<file path="config.mk">
export PLATFORM = sky130hd
export DESIGN_NAME = mmu_tile_sequencer
export DESIGN_NICKNAME = d
export VERILOG_FILES = /design/src/rtl/mmu_tile_sequencer.sv
export SDC_FILE = /design/constraint.sdc
export NUM_CORES = 1
export LEC_CHECK = 0
export BUFFER_PORTS_ARGS = -buffer_cell sky130_fd_sc_hd__buf_2
export CORE_ASPECT_RATIO = 1.5
export CORE_UTILIZATION = 24
export DETAILED_ROUTE_END_ITERATION = 6
export GPL_ROUTABILITY_DRIVEN = 0
export PLACE_DENSITY = 0.46
export SLEW_MARGIN = 20
export SYNTH_ARGS = -nofsm -noshare
export SYNTH_HDL_FRONTEND = slang
export SYNTH_SLANG_ARGS = --single-unit
</file>
<file path="constraint.sdc">
create_clock -name clk -period 5.1 [get_ports clk]
set_input_delay 0.255 -clock clk [delete_from_list [all_inputs] [get_ports clk]]
set_output_delay 0.255 -clock clk [all_outputs]
set_load 0.05 [all_outputs]
</file>
<file path="src/rtl/mmu_tile_sequencer.sv">
// Tile sequencer for an N x N output-stationary FP8 MAC array: operand reads, skewed lane valids,
// diagonal clear wavefront and result handshake. Define MMU_SEQ_PERF_CNT_EN to add performance counters.
module mmu_tile_sequencer #(
  parameter int N      = 4,
  parameter int K_W    = 8,
  parameter int ADDR_W = 8
) (
  input  logic              clk,
  input  logic              rst_n,
  input  logic              cmd_valid,
  output logic              cmd_ready,
  input  logic [K_W-1:0]    cmd_k,
  input  logic [ADDR_W-1:0] cmd_base,
  input  logic              abort,
  output logic              rd_en,
  output logic [ADDR_W-1:0] rd_addr,
  output logic [N-1:0]      lane_valid,
  output logic [2*N-2:0]    clear_diag,
  output logic              busy,
  output logic              res_valid,
`ifdef MMU_SEQ_PERF_CNT_EN
  output logic [31:0]       perf_busy_cycles,
  output logic [15:0]       perf_tiles,
`endif
  input  logic              res_ready
);

  localparam int CNT_W = K_W + 6;
  localparam int D_W   = 2 * N - 1;

  typedef enum logic [1:0] {
    ST_IDLE  = 2'd0,
    ST_FEED  = 2'd1,
    ST_DRAIN = 2'd2,
    ST_DONE  = 2'd3
  } state_t;

  state_t            state_r;
  state_t            state_nxt_s;
  logic [CNT_W-1:0]  t_r;
  logic [CNT_W-1:0]  t_nxt_s;
  logic [K_W-1:0]    k_r;
  logic [K_W-1:0]    k_nxt_s;
  logic [ADDR_W-1:0] base_r;
  logic [ADDR_W-1:0] base_nxt_s;
  logic [CNT_W-1:0]  m_s;
  logic [CNT_W-1:0]  k_nxt_ext_s;
  logic              active_nxt_s;
  logic              rd_en_nxt_s;
  logic [ADDR_W-1:0] rd_addr_nxt_s;
  logic [N-1:0]      lane_nxt_s;
  logic [D_W-1:0]    clear_nxt_s;

  assign cmd_ready = (state_r == ST_IDLE);

  // Next state, tile-relative cycle counter t (0 at the first FEED cycle) and latched command
  always_comb begin
    state_nxt_s = state_r;
    t_nxt_s     = t_r;
    k_nxt_s     = k_r;
    base_nxt_s  = base_r;
    m_s         = (k_r == {K_W{1'b0}}) ? {{(CNT_W-1){1'b0}}, 1'b1} : CNT_W'(k_r);
    case (state_r)
      ST_IDLE: begin
        t_nxt_s = {CNT_W{1'b0}};
        if (cmd_valid) begin
          state_nxt_s = ST_FEED;
          k_nxt_s     = cmd_k;
          base_nxt_s  = cmd_base;
        end else begin
          state_nxt_s = ST_IDLE;
        end
      end
      ST_FEED: begin
        if (abort) begin
          state_nxt_s = ST_IDLE;
          t_nxt_s     = {CNT_W{1'b0}};
        end else begin
          t_nxt_s = t_r + {{(CNT_W-1){1'b0}}, 1'b1};
          if (t_r == m_s - {{(CNT_W-1){1'b0}}, 1'b1}) begin
            state_nxt_s = ST_DRAIN;
          end else begin
            state_nxt_s = ST_FEED;
          end
        end
      end
      ST_DRAIN: begin
        if (abort) begin
          state_nxt_s = ST_IDLE;
          t_nxt_s     = {CNT_W{1'b0}};
        end else begin
          t_nxt_s = t_r + {{(CNT_W-1){1'b0}}, 1'b1};
          // Last accumulate of PE(N-1,N-1) happens at t = max(K,1) + 2N-2
          if (t_r == m_s + CNT_W'(2 * N - 2)) begin
            state_nxt_s = ST_DONE;
          end else begin
            state_nxt_s = ST_DRAIN;
          end
        end
      end
      ST_DONE: begin
        if (abort || res_ready) begin
          state_nxt_s = ST_IDLE;
          t_nxt_s     = {CNT_W{1'b0}};
        end else begin
          state_nxt_s = ST_DONE;
        end
      end
      default: begin
        state_nxt_s = ST_IDLE;
        t_nxt_s     = {CNT_W{1'b0}};
      end
    endcase
  end

  // Output values for the coming cycle, decoded from next state so the outputs can be registered
  always_comb begin
    k_nxt_ext_s   = CNT_W'(k_nxt_s);
    active_nxt_s  = (state_nxt_s == ST_FEED) || (state_nxt_s == ST_DRAIN);
    rd_en_nxt_s   = (state_nxt_s == ST_FEED) && (t_nxt_s < k_nxt_ext_s);
    rd_addr_nxt_s = {ADDR_W{1'b0}};
    lane_nxt_s    = {N{1'b0}};
    clear_nxt_s   = {D_W{1'b0}};
    if (rd_en_nxt_s) begin
      rd_addr_nxt_s = base_nxt_s + ADDR_W'(t_nxt_s);
    end else begin
      rd_addr_nxt_s = {ADDR_W{1'b0}};
    end
    // Lane i sees buffer data one read-latency cycle plus i skew registers after the read
    for (int i = 0; i < N; i++) begin
      lane_nxt_s[i] = active_nxt_s && (k_nxt_s != {K_W{1'b0}}) &&
                      (t_nxt_s >= CNT_W'(i + 1)) && (t_nxt_s <= k_nxt_ext_s + CNT_W'(i));
    end
    for (int d = 0; d < D_W; d++) begin
      clear_nxt_s[d] = active_nxt_s && (t_nxt_s == CNT_W'(d + 1));
    end
  end

  // State, counter and registered outputs
  always_ff @(posedge clk or negedge rst_n) begin
    if (!rst_n) begin
      state_r    <= ST_IDLE;
      t_r        <= {CNT_W{1'b0}};
      k_r        <= {K_W{1'b0}};
      base_r     <= {ADDR_W{1'b0}};
      rd_en      <= 1'b0;
      rd_addr    <= {ADDR_W{1'b0}};
      lane_valid <= {N{1'b0}};
      clear_diag <= {D_W{1'b0}};
      busy       <= 1'b0;
      res_valid  <= 1'b0;
    end else begin
      state_r    <= state_nxt_s;
      t_r        <= t_nxt_s;
      k_r        <= k_nxt_s;
      base_r     <= base_nxt_s;
      rd_en      <= rd_en_nxt_s;
      rd_addr    <= rd_addr_nxt_s;
      lane_valid <= lane_nxt_s;
      clear_diag <= clear_nxt_s;
      busy       <= active_nxt_s;
      res_valid  <= (state_nxt_s == ST_DONE);
    end
  end

`ifdef MMU_SEQ_PERF_CNT_EN
  // Saturating busy-cycle count and wrapping count of tiles drained through res_ready
  always_ff @(posedge clk or negedge rst_n) begin
    if (!rst_n) begin
      perf_busy_cycles <= 32'd0;
      perf_tiles       <= 16'd0;
    end else begin
      if (busy && (perf_busy_cycles != 32'hFFFF_FFFF)) begin
        perf_busy_cycles <= perf_busy_cycles + 32'd1;
      end else begin
        perf_busy_cycles <= perf_busy_cycles;
      end
      if ((state_r == ST_DONE) && res_ready && !abort) begin
        perf_tiles <= perf_tiles + 16'd1;
      end else begin
        perf_tiles <= perf_tiles;
      end
    end
  end
`endif

endmodule

</file>
==> metrics <==
Pwr Total=2.53 mW; post-synthesis sequential area ratio=30.8%; n_diodes=0; IO Pins=44; Die H=168 um; Int Power=~1.3 mW; combinational share of power=a little under 60%; Die ar.=0.0189 mm^2; Final Worst Setup Slack=0.698 ns; flop2flop setup slack=0.70 ns; DR iter-0 viols=115; CP max stage delay=between 0.5 and 0.6 ns; clk slew on worst S/H paths=0.08 ns; Synth Warn #=0; worst slew pin tran=0.994 ns; Post-CTS Setup Bufs=0; CTS Hold Bufs=0; Final ANT Viol Nets=0; Required @ worst endpoint=5.32 ns; Clk Tree Root Cell=clkbuf_16; Critical Path AT=4.63 ns; drt first pass iters=4; # Max-Cap Violations=0; CP Buf/Inv Count=0; IO Port Bufs=43; register bit total from synthesis=54; Vias/cell=5.13; status=completed; Mapped Nets=546; Post-synth EDFFs=0; slowest CP cell=nor4_1; unrepaired setup endpoints after global routing=false; grt ovf=0; Routed WL=13,200 um; area growth from synthesis to layout=14.6%; vias=3,741; Leak=2.38 nW; Global Route Usage Sum=14.3%; initial core utilization=24.5%; PD cells=502 mW/mm^2; DP HPWL=just over 10,000 um; clock network power share=16.6%; Max-slew headroom=between 30% and 40%; WP depth=14; Post-synth ARST share=100%; vias in the first global route=3,865; largest net degree at the start of global routing=55; final hold viol count=0; CTS tree=done; Tcrit/Tclk final=roughly 86%; P_sw=between 1 and 1.5 mW; Core Area=between 0.015 and 0.02 mm^2; initial antenna violation count=0; WL per Instance=~18 um; # nets final=586; crit path kind=flip-flop to flip-flop; crit-path cells=nor4_1 > a21oi_1 > ha_1 > nor3b_1 > a2111oi_2 > a41oi_1 > nor4_1 > and4_1 > nand2_1 > a211oi_1 > ha_1 > o311ai_1 > or3_1 > nor2_1; skew final=0.00521 ns; Mapped Cells=471; Primary FF master, synth=dfrtp_1; FF-to-FF path depth=14; Die Wd=112 um; Post-CTS Resized=0; clk_lat worst skew=~0.30 ns; fin. max-slew vios=0; setup TNS=0 ns; CTS Buf Count=5; dpl ws=0.659 ns; count of cell types in the netlist=68; H-tree levels=2; share of cells above drive strength 1=between 15 and 20%; register share of total power=about a quarter; Clock Path Buffers=2; Worst Setup Start Kind=flip-flop; Avg Inst Size Synth=between 9 and 10 um^2; clk sinks=54; final critical-path required period=4.40 ns; setup violators final=0; f_max=between 200 and 250 MHz; CP top delay family=simple AND/OR/NAND/NOR gates; first-pass GRT wire length=20,800 um; Crit Path Max Fanout=9; net switching fraction of the power=between 40% and 50%; crit end category=flip-flop; worst hold-check path type=primary input to async pin; Rows=60; Netlist Area Pre-Place=0.00439 mm^2; Remaining DRCs=0; worst vdd ir=0.196 mV
==> logic make-up (layout without fill, tap and decap cells) <==
group                      after synthesis  in the layout  share of synthesized area [%]
and+or+nand+nor                        165            165                           21.5
AOI/OAI and AO/OA                       93             93                           15.3
adders and majority gates               54             54                           15.5
DFF                                     54             54                           30.8
buffers and inverters                   47             88                           4.58
xor gates and xnor gates                41             41                           8.17
muxes                                   17             17                           4.10
==> path summary, 6_finish.rpt <==
| path | start | endpoint |
|---|---|---|
| max reg2reg | k_r[5] | clear_diag[4] |
| min reg2reg | base_r[0] | base_r[0] |
| min | rst_n | res_valid |
| max | k_r[5] | clear_diag[4] |
| max in group asynchronous | rst_n | t_r[8] |
| min in group clk | cmd_base[6] | base_r[6] |
==> power groups by stage <==
| stage | sequential [mW] | combinational [mW] | clock (mW) |
|---|---|---|---|
| finish | 0.647 | 1.46 | 0.418 |
| CTS | 0.646 | 1.47 | 0.427 |
| detailed placement | 0.654 | 1.47 | 0 |
| floorplan | 0.711 | 1.02 | 0 |
| global route | 0.662 | 1.61 | 0.447 |
| global placement | 0.651 | 1.45 | 0 |
==> layout make-up <==
cell class	instances	area, um^2
fillers	1878	12900
clock inverters	2	38.8
clock buffers	6	139
multi-input cells	370	2840
flip-flops and latches	54	1350
inverters	27	101
repair buffers	53	290
well taps	217	272
==> state kept, by name, indices dropped and copies added (netlist names) <==
register and count:
t_r 14, base_r 8, clear_diag 7, busy 1, k_r 8, rd_addr 8
res_valid 1, state_r 2, rd_en 1, lane_valid 4
==> layer usage <==
metal / track usage, % / share of wire (%) / wire length (um) / up-vias
li1: - / - / - / 1795
met3: 1.70 / 2.5 / 335 / 30
met4: 8.00 / 4.7 / 614 / 0
met5: 0 / 0 / 0 / -
met2: 27.1 / 54 / 7140 / 84
met1: 15.3 / 39 / 5110 / 1832
==> layout by cell type, fill, tap and decap left out, types with 9 or more instances in the layout <==
master	instances
mux2i_1	9
xor2_1	12
dfrtp_1	54
nand4_1	14
nor2_1	41
inv_1	27
nand3_1	13
nand2_1	24
o21ai_0	20
buf_2	43
buf_4	10
a21oi_1	21
nor3_1	17
ha_1	53
xnor2_1	29
==> cells in the mapped netlist, types with 8 or more instances <==
master / instances / area [um^2]
a21oi_1: 21 / 105
buf_2: 11 / 55.1
dfrtp_1: 54 / 1350
ha_1: 53 / 663
inv_1: 27 / 101
mux2_2: 8 / 90.1
mux2i_1: 9 / 90.1
nand2_1: 24 / 90.1
nand3_1: 13 / 65.1
nand4_1: 14 / 87.6
nor2_1: 41 / 154
nor3_1: 17 / 85.1
o21ai_0: 20 / 100
xnor2_1: 29 / 254
xor2_1: 12 / 105
==> metrics by stage <==
step	std cells	util (%)	hold WS, ns	area (um^2)
after CTS	729	28.1	0.138	5030
after global placement	721	27.1	0.448	4860
after global routing	729	28.1	0.173	5030
after detailed placement	721	27.1	0.457	4860
final	729	28.1	0.0979	5030
after floorplan	471	-	-0.0406	4390
Power figures use the tool's default switching activity.
